File: config.mk
export PLATFORM = sky130hd
export DESIGN_NAME = alu_seq_unit
export DESIGN_NICKNAME = d
export VERILOG_FILES = /design/src/rtl/alu_seq_unit.sv
export SDC_FILE = /design/constraint.sdc
export NUM_CORES = 1
export LEC_CHECK = 0
export CELL_PAD_IN_SITES_DETAIL_PLACEMENT = 0
export CELL_PAD_IN_SITES_GLOBAL_PLACEMENT = 1
export CORE_MARGIN = 4
export CORE_UTILIZATION = 38
export CTS_CLUSTER_DIAMETER = 200
export DETAILED_ROUTE_END_ITERATION = 12
export PLACE_DENSITY = 0.82
export SETUP_SLACK_MARGIN = 0.2
export SYNTH_ARGS = -nofsm -noshare
export SYNTH_HDL_FRONTEND = slang
export SYNTH_SLANG_ARGS = --single-unit
File: constraint.sdc
create_clock -name clk -period 4.3 [get_ports clk]
set_input_delay 1.075 -clock clk [delete_from_list [all_inputs] [get_ports clk]]
set_output_delay 1.075 -clock clk [all_outputs]
set_load 0.05 [all_outputs]
File: src/rtl/alu_seq_unit.sv
// Handshaked WIDTH-bit ALU with registered result/flags; iterative shift-add
// multiply and restoring divide are built only when ALU_SEQ_MULDIV_EN is defined.
module alu_seq_unit #(
  parameter int unsigned WIDTH = 8
) (
  input  logic             clk,
  input  logic             rst,
  input  logic             in_valid,
  output logic             in_ready,
  input  logic [3:0]       op,
  input  logic [WIDTH-1:0] a,
  input  logic [WIDTH-1:0] b,
  output logic             out_valid,
  input  logic             out_ready,
  output logic [WIDTH-1:0] result,
  output logic [WIDTH-1:0] result_hi,
  output logic [3:0]       flags
);

  localparam int unsigned CW = $clog2(WIDTH + 1);

  localparam logic [3:0] OP_ADD  = 4'd0;
  localparam logic [3:0] OP_SUB  = 4'd1;
  localparam logic [3:0] OP_MUL  = 4'd2;
  localparam logic [3:0] OP_DIV  = 4'd3;
  localparam logic [3:0] OP_MOD  = 4'd4;
  localparam logic [3:0] OP_LAND = 4'd5;
  localparam logic [3:0] OP_LOR  = 4'd6;
  localparam logic [3:0] OP_LNOT = 4'd7;
  localparam logic [3:0] OP_NOT  = 4'd8;
  localparam logic [3:0] OP_AND  = 4'd9;
  localparam logic [3:0] OP_OR   = 4'd10;
  localparam logic [3:0] OP_XOR  = 4'd11;
  localparam logic [3:0] OP_SHL  = 4'd12;
  localparam logic [3:0] OP_SHR  = 4'd13;
  localparam logic [3:0] OP_INC  = 4'd14;
  localparam logic [3:0] OP_DEC  = 4'd15;

  typedef enum logic [1:0] {
    S_IDLE = 2'd0,
    S_BUSY = 2'd1,
    S_DONE = 2'd2
  } state_e;

  state_e           state_q;
  logic             out_valid_q;
  logic [WIDTH-1:0] result_q;
  logic [WIDTH-1:0] result_hi_q;
  logic [3:0]       flags_q;

  logic             accept;
  logic [WIDTH-1:0] rhs_d;
  logic [WIDTH:0]   sum_d;
  logic [WIDTH:0]   diff_d;
  logic             add_ovf;
  logic             sub_ovf;
  logic [WIDTH-1:0] sc_res_d;
  logic [WIDTH-1:0] sc_hi_d;
  logic             sc_carry;
  logic             sc_ovf;
  logic             sc_dz;
  logic             sc_unsup;
  logic [3:0]       sc_flags_d;

  assign in_ready  = (state_q == S_IDLE) && (!out_valid_q || out_ready);
  assign accept    = in_valid && in_ready;
  assign out_valid = out_valid_q;
  assign result    = result_q;
  assign result_hi = result_hi_q;
  assign flags     = flags_q;

`ifdef ALU_SEQ_MULDIV_EN
  logic [WIDTH-1:0] hi_q;
  logic [WIDTH-1:0] lo_q;
  logic [WIDTH-1:0] opnd_q;
  logic [3:0]       op_q;
  logic [CW-1:0]    cnt_q;
  logic             start_multi;
  logic [WIDTH:0]   mul_sum;
  logic [WIDTH:0]   div_trial;
  logic [WIDTH-1:0] hi_d;
  logic [WIDTH-1:0] lo_d;
  logic [WIDTH-1:0] mc_res_d;
  logic [3:0]       mc_flags_d;

  // One iteration: hi:lo is the running product (mul) or remainder:quotient (div/mod).
  always_comb begin
    mul_sum   = {1'b0, hi_q} + (lo_q[0] ? {1'b0, opnd_q} : '0);
    div_trial = {hi_q, lo_q[WIDTH-1]} - {1'b0, opnd_q};
    hi_d      = hi_q;
    lo_d      = lo_q;
    if (op_q == OP_MUL) begin
      hi_d = mul_sum[WIDTH:1];
      lo_d = {mul_sum[0], lo_q[WIDTH-1:1]};
    end else if (!div_trial[WIDTH]) begin
      hi_d = div_trial[WIDTH-1:0];
      lo_d = {lo_q[WIDTH-2:0], 1'b1};
    end else begin
      hi_d = {hi_q[WIDTH-2:0], lo_q[WIDTH-1]};
      lo_d = {lo_q[WIDTH-2:0], 1'b0};
    end
  end

  // Final result and flags once all iterations are done.
  always_comb begin
    mc_res_d = (op_q == OP_MOD) ? hi_q : lo_q;
    if (op_q == OP_MUL) begin
      mc_flags_d = {1'b0, (hi_q != '0), 1'b0, ({hi_q, lo_q} == '0)};
    end else begin
      mc_flags_d = {3'b000, (mc_res_d == '0)};
    end
  end
`endif

  // Single-cycle datapath; inc/dec reuse the add/sub path with a constant 1.
  always_comb begin
    rhs_d    = ((op == OP_INC) || (op == OP_DEC)) ? WIDTH'(1) : b;
    sum_d    = {1'b0, a} + {1'b0, rhs_d};
    diff_d   = {1'b0, a} - {1'b0, rhs_d};
    add_ovf  = (a[WIDTH-1] == rhs_d[WIDTH-1]) && (sum_d[WIDTH-1] != a[WIDTH-1]);
    sub_ovf  = (a[WIDTH-1] != rhs_d[WIDTH-1]) && (diff_d[WIDTH-1] != a[WIDTH-1]);
    sc_res_d = '0;
    sc_hi_d  = '0;
    sc_carry = 1'b0;
    sc_ovf   = 1'b0;
    sc_dz    = 1'b0;
    sc_unsup = 1'b0;
`ifdef ALU_SEQ_MULDIV_EN
    start_multi = 1'b0;
`endif
    case (op)
      OP_ADD, OP_INC: begin
        sc_res_d = sum_d[WIDTH-1:0];
        sc_carry = sum_d[WIDTH];
        sc_ovf   = add_ovf;
      end
      OP_SUB, OP_DEC: begin
        sc_res_d = diff_d[WIDTH-1:0];
        sc_carry = diff_d[WIDTH];
        sc_ovf   = sub_ovf;
      end
`ifdef ALU_SEQ_MULDIV_EN
      OP_MUL: start_multi = 1'b1;
      OP_DIV, OP_MOD: begin
        // Zero divisor finishes immediately instead of iterating.
        if (b == '0) begin
          sc_res_d = (op == OP_DIV) ? '1 : a;
          sc_hi_d  = a;
          sc_dz    = 1'b1;
        end else begin
          start_multi = 1'b1;
        end
      end
`else
      OP_MUL, OP_DIV, OP_MOD: sc_unsup = 1'b1;
`endif
      OP_LAND: sc_res_d = WIDTH'((a != '0) && (b != '0));
      OP_LOR:  sc_res_d = WIDTH'((a != '0) || (b != '0));
      OP_LNOT: sc_res_d = WIDTH'(a == '0);
      OP_NOT:  sc_res_d = ~a;
      OP_AND:  sc_res_d = a & b;
      OP_OR:   sc_res_d = a | b;
      OP_XOR:  sc_res_d = a ^ b;
      OP_SHL: begin
        sc_res_d = {a[WIDTH-2:0], 1'b0};
        sc_carry = a[WIDTH-1];
      end
      OP_SHR: begin
        sc_res_d = {1'b0, a[WIDTH-1:1]};
        sc_carry = a[0];
      end
      default: sc_res_d = '0;
    endcase
    sc_flags_d = sc_unsup ? 4'b1000 : {sc_dz, sc_ovf, sc_carry, (sc_res_d == '0)};
  end

  // Control FSM and all result registers.
  always_ff @(posedge clk) begin
    if (rst) begin
      state_q     <= S_IDLE;
      out_valid_q <= 1'b0;
      result_q    <= '0;
      result_hi_q <= '0;
      flags_q     <= '0;
`ifdef ALU_SEQ_MULDIV_EN
      hi_q        <= '0;
      lo_q        <= '0;
      opnd_q      <= '0;
      op_q        <= '0;
      cnt_q       <= '0;
`endif
    end else begin
      if (out_valid_q && out_ready) begin
        out_valid_q <= 1'b0;
      end
      case (state_q)
        S_IDLE: begin
          if (accept) begin
`ifdef ALU_SEQ_MULDIV_EN
            if (start_multi) begin
              state_q <= S_BUSY;
              cnt_q   <= CW'(WIDTH);
              op_q    <= op;
              opnd_q  <= b;
              hi_q    <= '0;
              lo_q    <= a;
            end else
`endif
            begin
              result_q    <= sc_res_d;
              result_hi_q <= sc_hi_d;
              flags_q     <= sc_flags_d;
              out_valid_q <= 1'b1;
            end
          end
        end
`ifdef ALU_SEQ_MULDIV_EN
        S_BUSY: begin
          hi_q  <= hi_d;
          lo_q  <= lo_d;
          cnt_q <= cnt_q - CW'(1);
          if (cnt_q == CW'(1)) begin
            state_q <= S_DONE;
          end
        end
        S_DONE: begin
          result_q    <= mc_res_d;
          result_hi_q <= hi_q;
          flags_q     <= mc_flags_d;
          out_valid_q <= 1'b1;
          state_q     <= S_IDLE;
        end
`endif
        default: state_q <= S_IDLE;
      endcase
    end
  end

endmodule

==> qor.csv, run 1 <==
metric,value,unit
status,completed,
sequential-to-total area share from yosys stat,0.1187,
Max Fclk,259.6,MHz
Fin. Hold Viols,0,
WS Path Type,in2reg,
family with the most delay on the worst path,compound AO/OA/AOI/OAI gates,
"top cells by count, synth","ha_1, inv_1, nor2_1",
Initial Utilization,0.3959,
Yosys cell types,54,
maximum level of the CTS H-tree,1,
Post-synth EDFFs,0,
final-report max-slew violation count,0,
Root Driver,clkbuf_8,
DRT iter0 DRCs,160,
Global Route Usage Sum,0.1935,
Final Hold Slack,452.1,ps
global route overflow,0,
Worst Path Max Fanout,7,
Area growth syn-to-layout,21.62,%
final setup vio count,0,
CP Launch Type,input port,
max incr delay on CP,550,ps
synth warn,0,
CP most frequent cell,inv_1,
post-CTS setup buffers,0,
vias in the first global route,2201,
Post-Synth XOR/XNOR Area,0.02795,
Compound-Gate Fraction of Synth Area,0.2196,
final setup TNS,0,ps
syn avg cell area,7.311,µm²
total CTS buffers,3,
fin nets,396,
largest net degree at the start of global routing,22,
worst vdd ir,0.1706,mV
ANT nets after route,0,
period utilization,0.8959,
fraction of the mapped netlist area in simple logic gates,0.2379,
CTS resizes,0,
Synth Area in Adders,0.2122,
post-synthesis instance total,300,
worst endpoint data arrival time,3980,ps
CORE AREA,0.005540,mm²
post-synthesis mux area share,0.06845,
std cell rows,27,
ys flop type,dfxtp_1,
die height,83.98,µm
die width,83.98,µm
share of cells above drive strength 1,0.05373,
deepest clock path buffer count,2,
initial antenna violation count,0,
first-pass GRT wire length,11180,µm
Synth async-reset ratio,0,
drt pass-1 iters,4,
"Cell Area, Synth",0.002193,mm²
port bufs,37,
clock-pin transition on the worst setup and hold timing paths,50,ps
P per Cell Area,203.8,mW/mm²
IO Count,46,
Power Total,0.5438,mW
Min-Delay Path Class,reg2reg,
vias,2217,
final setup skew,0.4033,ps
Tmin final,3852,ps
largest cells by area after synthesis,"ha_1, dfxtp_1, inv_1",
Pleak,1.205,nW
clk_lat worst skew,230,ps
# DRC,0,
RSZ-0062 raised after global routing,no,
final WL,6605,µm
Sink Count,13,
DP HPWL,5252,µm
top cell type's share of synthesized area,0.1940,
GP Congestion,0.9267,
slowest library cell on the worst path,clkdlybuf4s50_1,
main combinational cell family by area after synthesis,simple AND/OR/NAND/NOR gates,
Worst Setup End Kind,flop,
CTS tree,done,
DR vias/cell,5.447,
max-cap viol count,0,
Routed WL per cell,16.23,µm
worst-path cell chain,clkdlybuf4s50_1 > inv_1 > ha_1 > inv_1 > fa_1 > a211o_1 > a31o_1 > a21oi_1 > o21ai_1 > or3_1 > and3_1 > a41o_1,
Worst Max-Slew Pin Slew,541.7,ps
die area,0.007052,mm²
most common cell in the netlist,ha_1,
Slew headroom,0.6389,
# diodes,0,
WP data required,4430,ps
Seq cells post-synth,13,
Synth area leader,ha_1,
hold-fix buffers at CTS,0,
CP bufs+invs,3,
registers in the layout (all words and copies together), names as in the netlist:
name       cells
out_valid      1
flags          4
result         8
cell families after synthesis:
| logic type | Yosys count |
|---|---|
| fa+ha+maj | 36 |
| other cells | 1 |
| mux | 10 |
| buf+inv | 55 |
| simple gates | 106 |
| xor+xnor | 7 |
| compound gates | 72 |
| flops | 13 |
area by class of cell:
cell class                 instances  area, µm²
clock buffer                       4      45.04
fill                             555       2873
inverter                          33      123.9
multi-input combinational        239       1710
sequential                        13      260.3
tap                               72      90.09
timing repair buffer              46      437.9
metal layers:
| layer | share of wire | track usage | up-vias |
|---|---|---|---|
| li1 | - | - | 1122 |
| met1 | 0.46 | 0.2613 | 1014 |
| met2 | 0.47 | 0.3319 | 73 |
| met3 | 0.056 | 0.02665 | 8 |
| met4 | 0.010 | 0.03070 | 0 |
| met5 | 0 | 0 | - |
power breakdown:
group	switching [mW]	internal (mW)	total, mW
Sequential	0.00360	0.128	0.132
Clock	0.0381	0.0651	0.103
Combinational	0.188	0.120	0.309
Total	0.230	0.314	0.544
through the flow:
| stage | setup slack, ps | area (µm²) | util | instances |
|---|---|---|---|---|
| finish | 447.7 | 2668 | 0.4815 | 407 |
| global route | 262.0 | 2668 | 0.4815 | 407 |
| CTS | 467.6 | 2668 | 0.4815 | 407 |
| detailed placement | 243.8 | 2623 | 0.4734 | 403 |
| global placement | 268.2 | 2623 | 0.4734 | 403 |
| floorplan | 581.5 | 2220 | - | 307 |
worst paths after layout:
path / from / end / slack [ps] / cells past startpoint
hold / removal: result[6]$_SDFFE_PP0P_ / result[6]$_SDFFE_PP0P_ / 450 / 2
setup / recovery: a[0] / flags[0]$_SDFFE_PP0P_ / 450 / 12
hold reg to reg: result[6]$_SDFFE_PP0P_ / result[6]$_SDFFE_PP0P_ / 450 / 2
setup reg to reg: out_valid$_SDFFE_PP0P_ / flags[0]$_SDFFE_PP0P_ / 2690 / 8
worst min-delay path: cells and delay by family, from the launching register on:
kind | cells | cell delay [ps]
AO/OA/AOI/OAI | 1 | 50
flip-flops | 1 | 300
AND/OR/NAND/NOR | 1 | 50
placed cells by master (no fill, tap or decap), types with 5 or more instances in the layout:
master / netlist / routed
clkdlybuf4s50_1: 0 / 37
ha_1: 34 / 34
inv_1: 32 / 32
nor2_1: 29 / 29
nand2_1: 24 / 24
a21oi_1: 19 / 19
dfxtp_1: 13 / 13
nand3_1: 11 / 11
o21ai_0: 11 / 11
buf_4: 8 / 9
nor2b_1: 8 / 8
conb_1: 1 / 8
mux2i_1: 6 / 6
nor4_1: 6 / 6
a211oi_1: 6 / 6
xnor2_1: 5 / 5
(Power assumes the default switching activity.)
==> inputs of run 2 (changes only) <==
- CORE_UTILIZATION: 38 -> 30
- PLACE_DENSITY: 0.82 -> 0.68
- SKIP_CTS_REPAIR_TIMING: not set -> 1
==> run 2 against run 1 <==
  * Utilization fell by 9.0 points
  * First-iteration DRC count fell by 25%
  * Fmax rose by 1.0%
  * Highest routed layer unchanged
  * Largest power group unchanged
  * Register-to-register slack got worse by 110 ps
  * Via count rose by 1.5%
  * Clock power rose by 4%
  * Die area rose by 24%
  * Total power rose by 1.2%
==> qor.csv, run 2 (same netlist as run 1, synthesis figures left out) <==
metric,value,unit
status,completed,
total CTS buffers,3,
final setup vio count,0,
first-pass GRT wire length,11190,µm
Worst Max-Slew Pin Slew,567.6,ps
Fin. Hold Viols,0,
RSZ-0062 raised after global routing,no,
cell total after placement,430,
Root Driver,clkbuf_8,
CP Launch Type,input port,
vias,2250,
# diodes,0,
DP HPWL,5508,µm
WL met1,3196,µm
period utilization,0.8870,
clock share of power,0.195,
DR vias/cell,5.184,
Tmin final,3814,ps
Sink Count,13,
Slew headroom,0.6216,
Post-DP Area,0.002675,mm²
WS Path Type,in2reg,
final core occ,0.3917,
Worst Path Max Fanout,9,
final-report max-slew violation count,0,
DR WL met3,329,µm
Seq pwr share,0.240,
Global Route Usage Sum,0.1614,
met2 wire len,3157,µm
Setup WS pre-CTS,253.5,ps
Finished Layout Cells,434,
DR top layer,met4,
fin nets,399,
die height,93.51,µm
sw frac,0.4254,
Combinational Power Share,0.565,
Initial Utilization,0.3159,
die width,93.51,µm
vias in the first global route,2189,
deepest clock path buffer count,2,
Final Hold Slack,465.4,ps
final setup skew,0.5476,ps
CTS tree,done,
clk_lat worst skew,240,ps
maximum level of the CTS H-tree,1,
worst vdd ir,0.09400,mV
die area,0.008743,mm²
IO Count,46,
Final Cell Area,0.002720,mm²
DRT iter0 DRCs,120,
P per Cell Area,202.4,mW/mm²
share of cells above drive strength 1,0.06213,
Setup WS post-layout,485.8,ps
CORE AREA,0.006944,mm²
# DRC,0,
"commonest non-fill, non-tap cell in the layout",clkdlybuf4s50_1,
global route overflow,0,
Pleak,1.219,nW
final setup TNS,0,ps
Power Total,0.5505,mW
Area growth syn-to-layout,24.02,%
ANT nets after route,0,
final WL,6874,µm
Worst Setup End Kind,flop,
sw power,0.2341,mW
Pint,0.3163,mW
most frequent cells in the layout,"clkdlybuf4s50_1, ha_1, inv_1, nor2_1, nand2_1",
initial antenna violation count,0,
max FFs per register,8,
Routed WL per cell,15.84,µm
clock-pin transition on the worst setup and hold timing paths,50,ps
Min-Delay Path Class,reg2reg,
std cell rows,30,
GP Congestion,0.9235,
drt pass-1 iters,4,
largest net degree at the start of global routing,32,
max-cap viol count,0,
port bufs,37,
worst endpoint data arrival time,3950,ps
Max Fclk,262.2,MHz
WP data required,4440,ps
[run 2: cell types whose count changed in the layout (fill, tap and decap cells not counted), sizes merged]
cell,change
buf,+3
[run 2: layout make-up]
cell class / count / area [µm²]
Timing Repair Buffer: 49 / 460.4
Sequential cell: 13 / 260.3
Fill cell: 742 / 4224
Inverter: 33 / 123.9
Tap cell: 96 / 120.1
Clock buffer: 4 / 45.04
Multi-Input combinational cell: 239 / 1710
[run 2: worst max-delay path, cell delays in order]
cell             delay, ps
clkdlybuf4s50_1        420
nand3_1                120
buf_4                  180
nand2_1                 80
ha_1                   390
or3b_1                 450
a211o_1                330
nand3_1                 90
o21ai_1                 80
or3_1                  330
and3_1                 190
a41o_1                 200
[run 2: power groups by stage]
stage               logic [mW]  registers [mW]  clock network (mW)
finish                   0.311           0.132               0.107
global route             0.344           0.133               0.118
CTS                      0.312           0.132               0.110
detailed placement       0.311           0.135                   0
global placement         0.310           0.135                   0
floorplan                0.189           0.161                   0
[run 2: final timing paths]
| kind | from | endpoint | slack [ps] | cells after the start |
|---|---|---|---|---|
| max | op[2] | flags[0]$_SDFFE_PP0P_ | 490 | 12 |
| min | result[6]$_SDFFE_PP0P_ | result[6]$_SDFFE_PP0P_ | 470 | 2 |
| max reg2reg | out_valid$_SDFFE_PP0P_ | flags[0]$_SDFFE_PP0P_ | 2580 | 8 |
| min reg2reg | result[6]$_SDFFE_PP0P_ | result[6]$_SDFFE_PP0P_ | 470 | 2 |
[run 2: routing by layer]
| layer | global-route usage | up-vias |
|---|---|---|
| met4 | 0.05006 | 0 |
| met2 | 0.2692 | 64 |
| met3 | 0.02011 | 14 |
| met1 | 0.2152 | 1042 |
| met5 | 0 | - |
| li1 | - | 1130 |
==> inputs of run 3 (changes only) <==
- CORE_UTILIZATION: 30 -> 38
- PLACE_DENSITY: 0.68 -> 0.82
==> results of run 3 <==
Final layout, timing and power as in run 1 (identical DEF).
==> variant, RTL diff (settings of run 1) <==
Change the parameter `WIDTH` from 8 to 32.
--- a/src/rtl/alu_seq_unit.sv
+++ b/src/rtl/alu_seq_unit.sv
@@ -1,7 +1,7 @@
 // Handshaked WIDTH-bit ALU with registered result/flags; iterative shift-add
 // multiply and restoring divide are built only when ALU_SEQ_MULDIV_EN is defined.
 module alu_seq_unit #(
-  parameter int unsigned WIDTH = 8
+  parameter int unsigned WIDTH = 32
 ) (
   input  logic             clk,
   input  logic             rst,
Ports: changed (resized a, b, result and result_hi); port bits go from 46 to 142. The function was not compared with the original's and may differ.
==> variant against run 1 <==
- highest routed layer unchanged
- routed wire length increased to 5.6 times the old value
- cell area grew to 5.0 times the old value
- die area increased to 3.5 times the old value
- largest cell class unchanged
- setup slack worse by 0.62 ns
- count of clock-buffer cells in the layout rose by 1
- critical endpoint unchanged
- register-to-register slack got worse by 0.92 ns
- area after synthesis grew to 3.8 times the old value
- core utilization grew 13 points
- sequential cell count is 24 higher
- clock power grew to 3.3 times the old value
- the flow now finishes with violations (setup timing)
- total power grew to 5.0 times the old value
==> variant: results (changes against run 1) <==
Synth
  • Cells after Synth: 1184 (was 300)
  • Multiplexer share of the synthesized area: 3.00% (was 6.85%)
  • Synth Area in Adders: 20.5% (was 21.2%)
  • Async S/R FF share, synth: 0% (unchanged)
  • Synth top cells by count: 134 x ha_1, 122 x inv_1, 120 x nor2_1 (was 34 x ha_1, 32 x inv_1, 29 x nor2_1)
  • Xor/xnor share of the synthesized area: 3.24% (was 2.80%)
  • Register area share after synthesis: 8.85% (was 11.9%)
  • Compound-cell area share of the yosys netlist: 31.7% (was 22.0%)
  • Distinct cell type count of the synthesized netlist: 89 (was 54)

Timing
  • Setup violators final: 1 (was 0)
  • Sum Neg Setup Slack: -0.173 ns (was 0 ns)
  • Fin Clk Skew: 0.00474 ns (was 0.000403 ns)
  • Final setup margin: -0.173 ns (was 0.448 ns)

Route
  • Routed WL: 36.9 mm (was 6.61 mm)
  • TritonRoute pass-1 iters: 6 (was 4)
  • Vias/cell: 5.70 (was 5.45)

Clock network
  • CTS buffer count: 5 (was 3)
  • Worst-skew pair later-pin latency: 0.28 ns (was 0.23 ns)
  • Clock root buffer master: clkbuf_16 (was clkbuf_8)

Setup path
  • WP data arrival: 4.70 ns (was 3.98 ns)
  • R2R setup slack: 1.77 ns (was 2.69 ns)
  • Max incr delay on CP: 0.39 ns (was 0.55 ns)
  • Critical Path Start: op[2] (was a[0])
  • Reg2Reg Depth: 11 (was 8)
  • CP Max Fanout: 8 (was 7)

Placed design
  • Post-Place Cells: 1840 (was 403)
  • I/O Buffers: 109 (was 37)
  • Gpl congestion: 1.03 (was 0.927)
  • HPWL Detailed: 30.1 mm (was 5.25 mm)

Run status
  • Status: finished with violations (was finished clean)
  • Violated checks: setup timing

Power and ir drop
  • Leak: 0.00626 uW (was 0.00120 uW)

Worst hold path
  • Hold crit path type: register to register (unchanged)
  • Hold Startpoint: result[2] (was result[6])

Global route
  • Largest net degree at the start of global routing: 43 (was 22)
  • First-pass GRT wire length: 55.7 mm (was 11.2 mm)
  • Global Route Usage Sum: 28.5% (was 19.3%)
  • Number of global-route vias before repair: 10147 (was 2201)

Layout
  • Non-filler cells, final: 1878 (was 407)
  • Number of flip-flops under the largest register name: 32 (was 8)
-- variant: critical path, delay by kind of cell --
family                   cells  cell delay, ns
AO/OA/AOI/OAI                6            1.13
AND/OR/NAND/NOR              6            1.13
buffers and inverters        5            0.76
adder cells (fa/ha/maj)      1            0.39
XOR/XNOR                     1            0.21
-- variant: report_power, final --
part           switching [uW]  internal (uW)
registers                13.4            370
clock network             132            212
logic                    1080            886
total                    1230           1470
-- variant: final cells by class --
cell class | instances | area [sq um]
Sequential cell | 37 | 741
Clock buffer | 5 | 125
Clock inverter | 3 | 17.5
Multi-Input combinational cell | 954 | 7760
Timing Repair Buffer | 474 | 3930
Inverter | 125 | 469
Fill cell | 1958 | 8370
Tap cell | 280 | 350
-- variant: through the flow --
stage	power [uW]	worst slack, ns
5_1_grt	2840	-0.288
6_report	2690	-0.173
3_5_place_dp	2090	-1.11
2_1_floorplan	1310	-0.0308
3_3_place_gp	2070	-1.03
4_1_cts	2560	-0.0967
-- variant: worst min path at each step --
stage | to | slack [ns] | cells past startpoint
after floorplan | flags[2] | 0.67 | 2
after global placement | result[2] | 0.45 | 2
after detailed placement | flags[2] | 0.45 | 2
after CTS | flags[2] | 0.46 | 2
after global routing | result[2] | 0.50 | 2
final | result[2] | 0.46 | 2
-- variant: repair_timing --
item | 4_1_cts | 5_1_grt
pin swaps | 47 | 61
buffers inserted | 21 | 8
resized for setup | 142 | 116
gates cloned | 1 | 0
setup endpoints to repair | 24 | 17
-- variant: metal layers --
layer / vias up / wire length, um / part of all wire (%) / global-route usage [%]
met5: - / 0 / 0 / 0
met4: 0 / 1470 / 4.0 / 9.79
met3: 87 / 2670 / 7.2 / 2.32
met2: 518 / 16700 / 45 / 46.5
met1: 5064 / 16100 / 44 / 39.4
li1: 5038 / - / - / -
-- variant: cell families after synthesis --
family          Yosys count
compound gates          368
xor+xnor                 31
fa+ha+maj               136
buf+inv                 224
flops                    37
mux                      25
other cells               1
simple gates            362
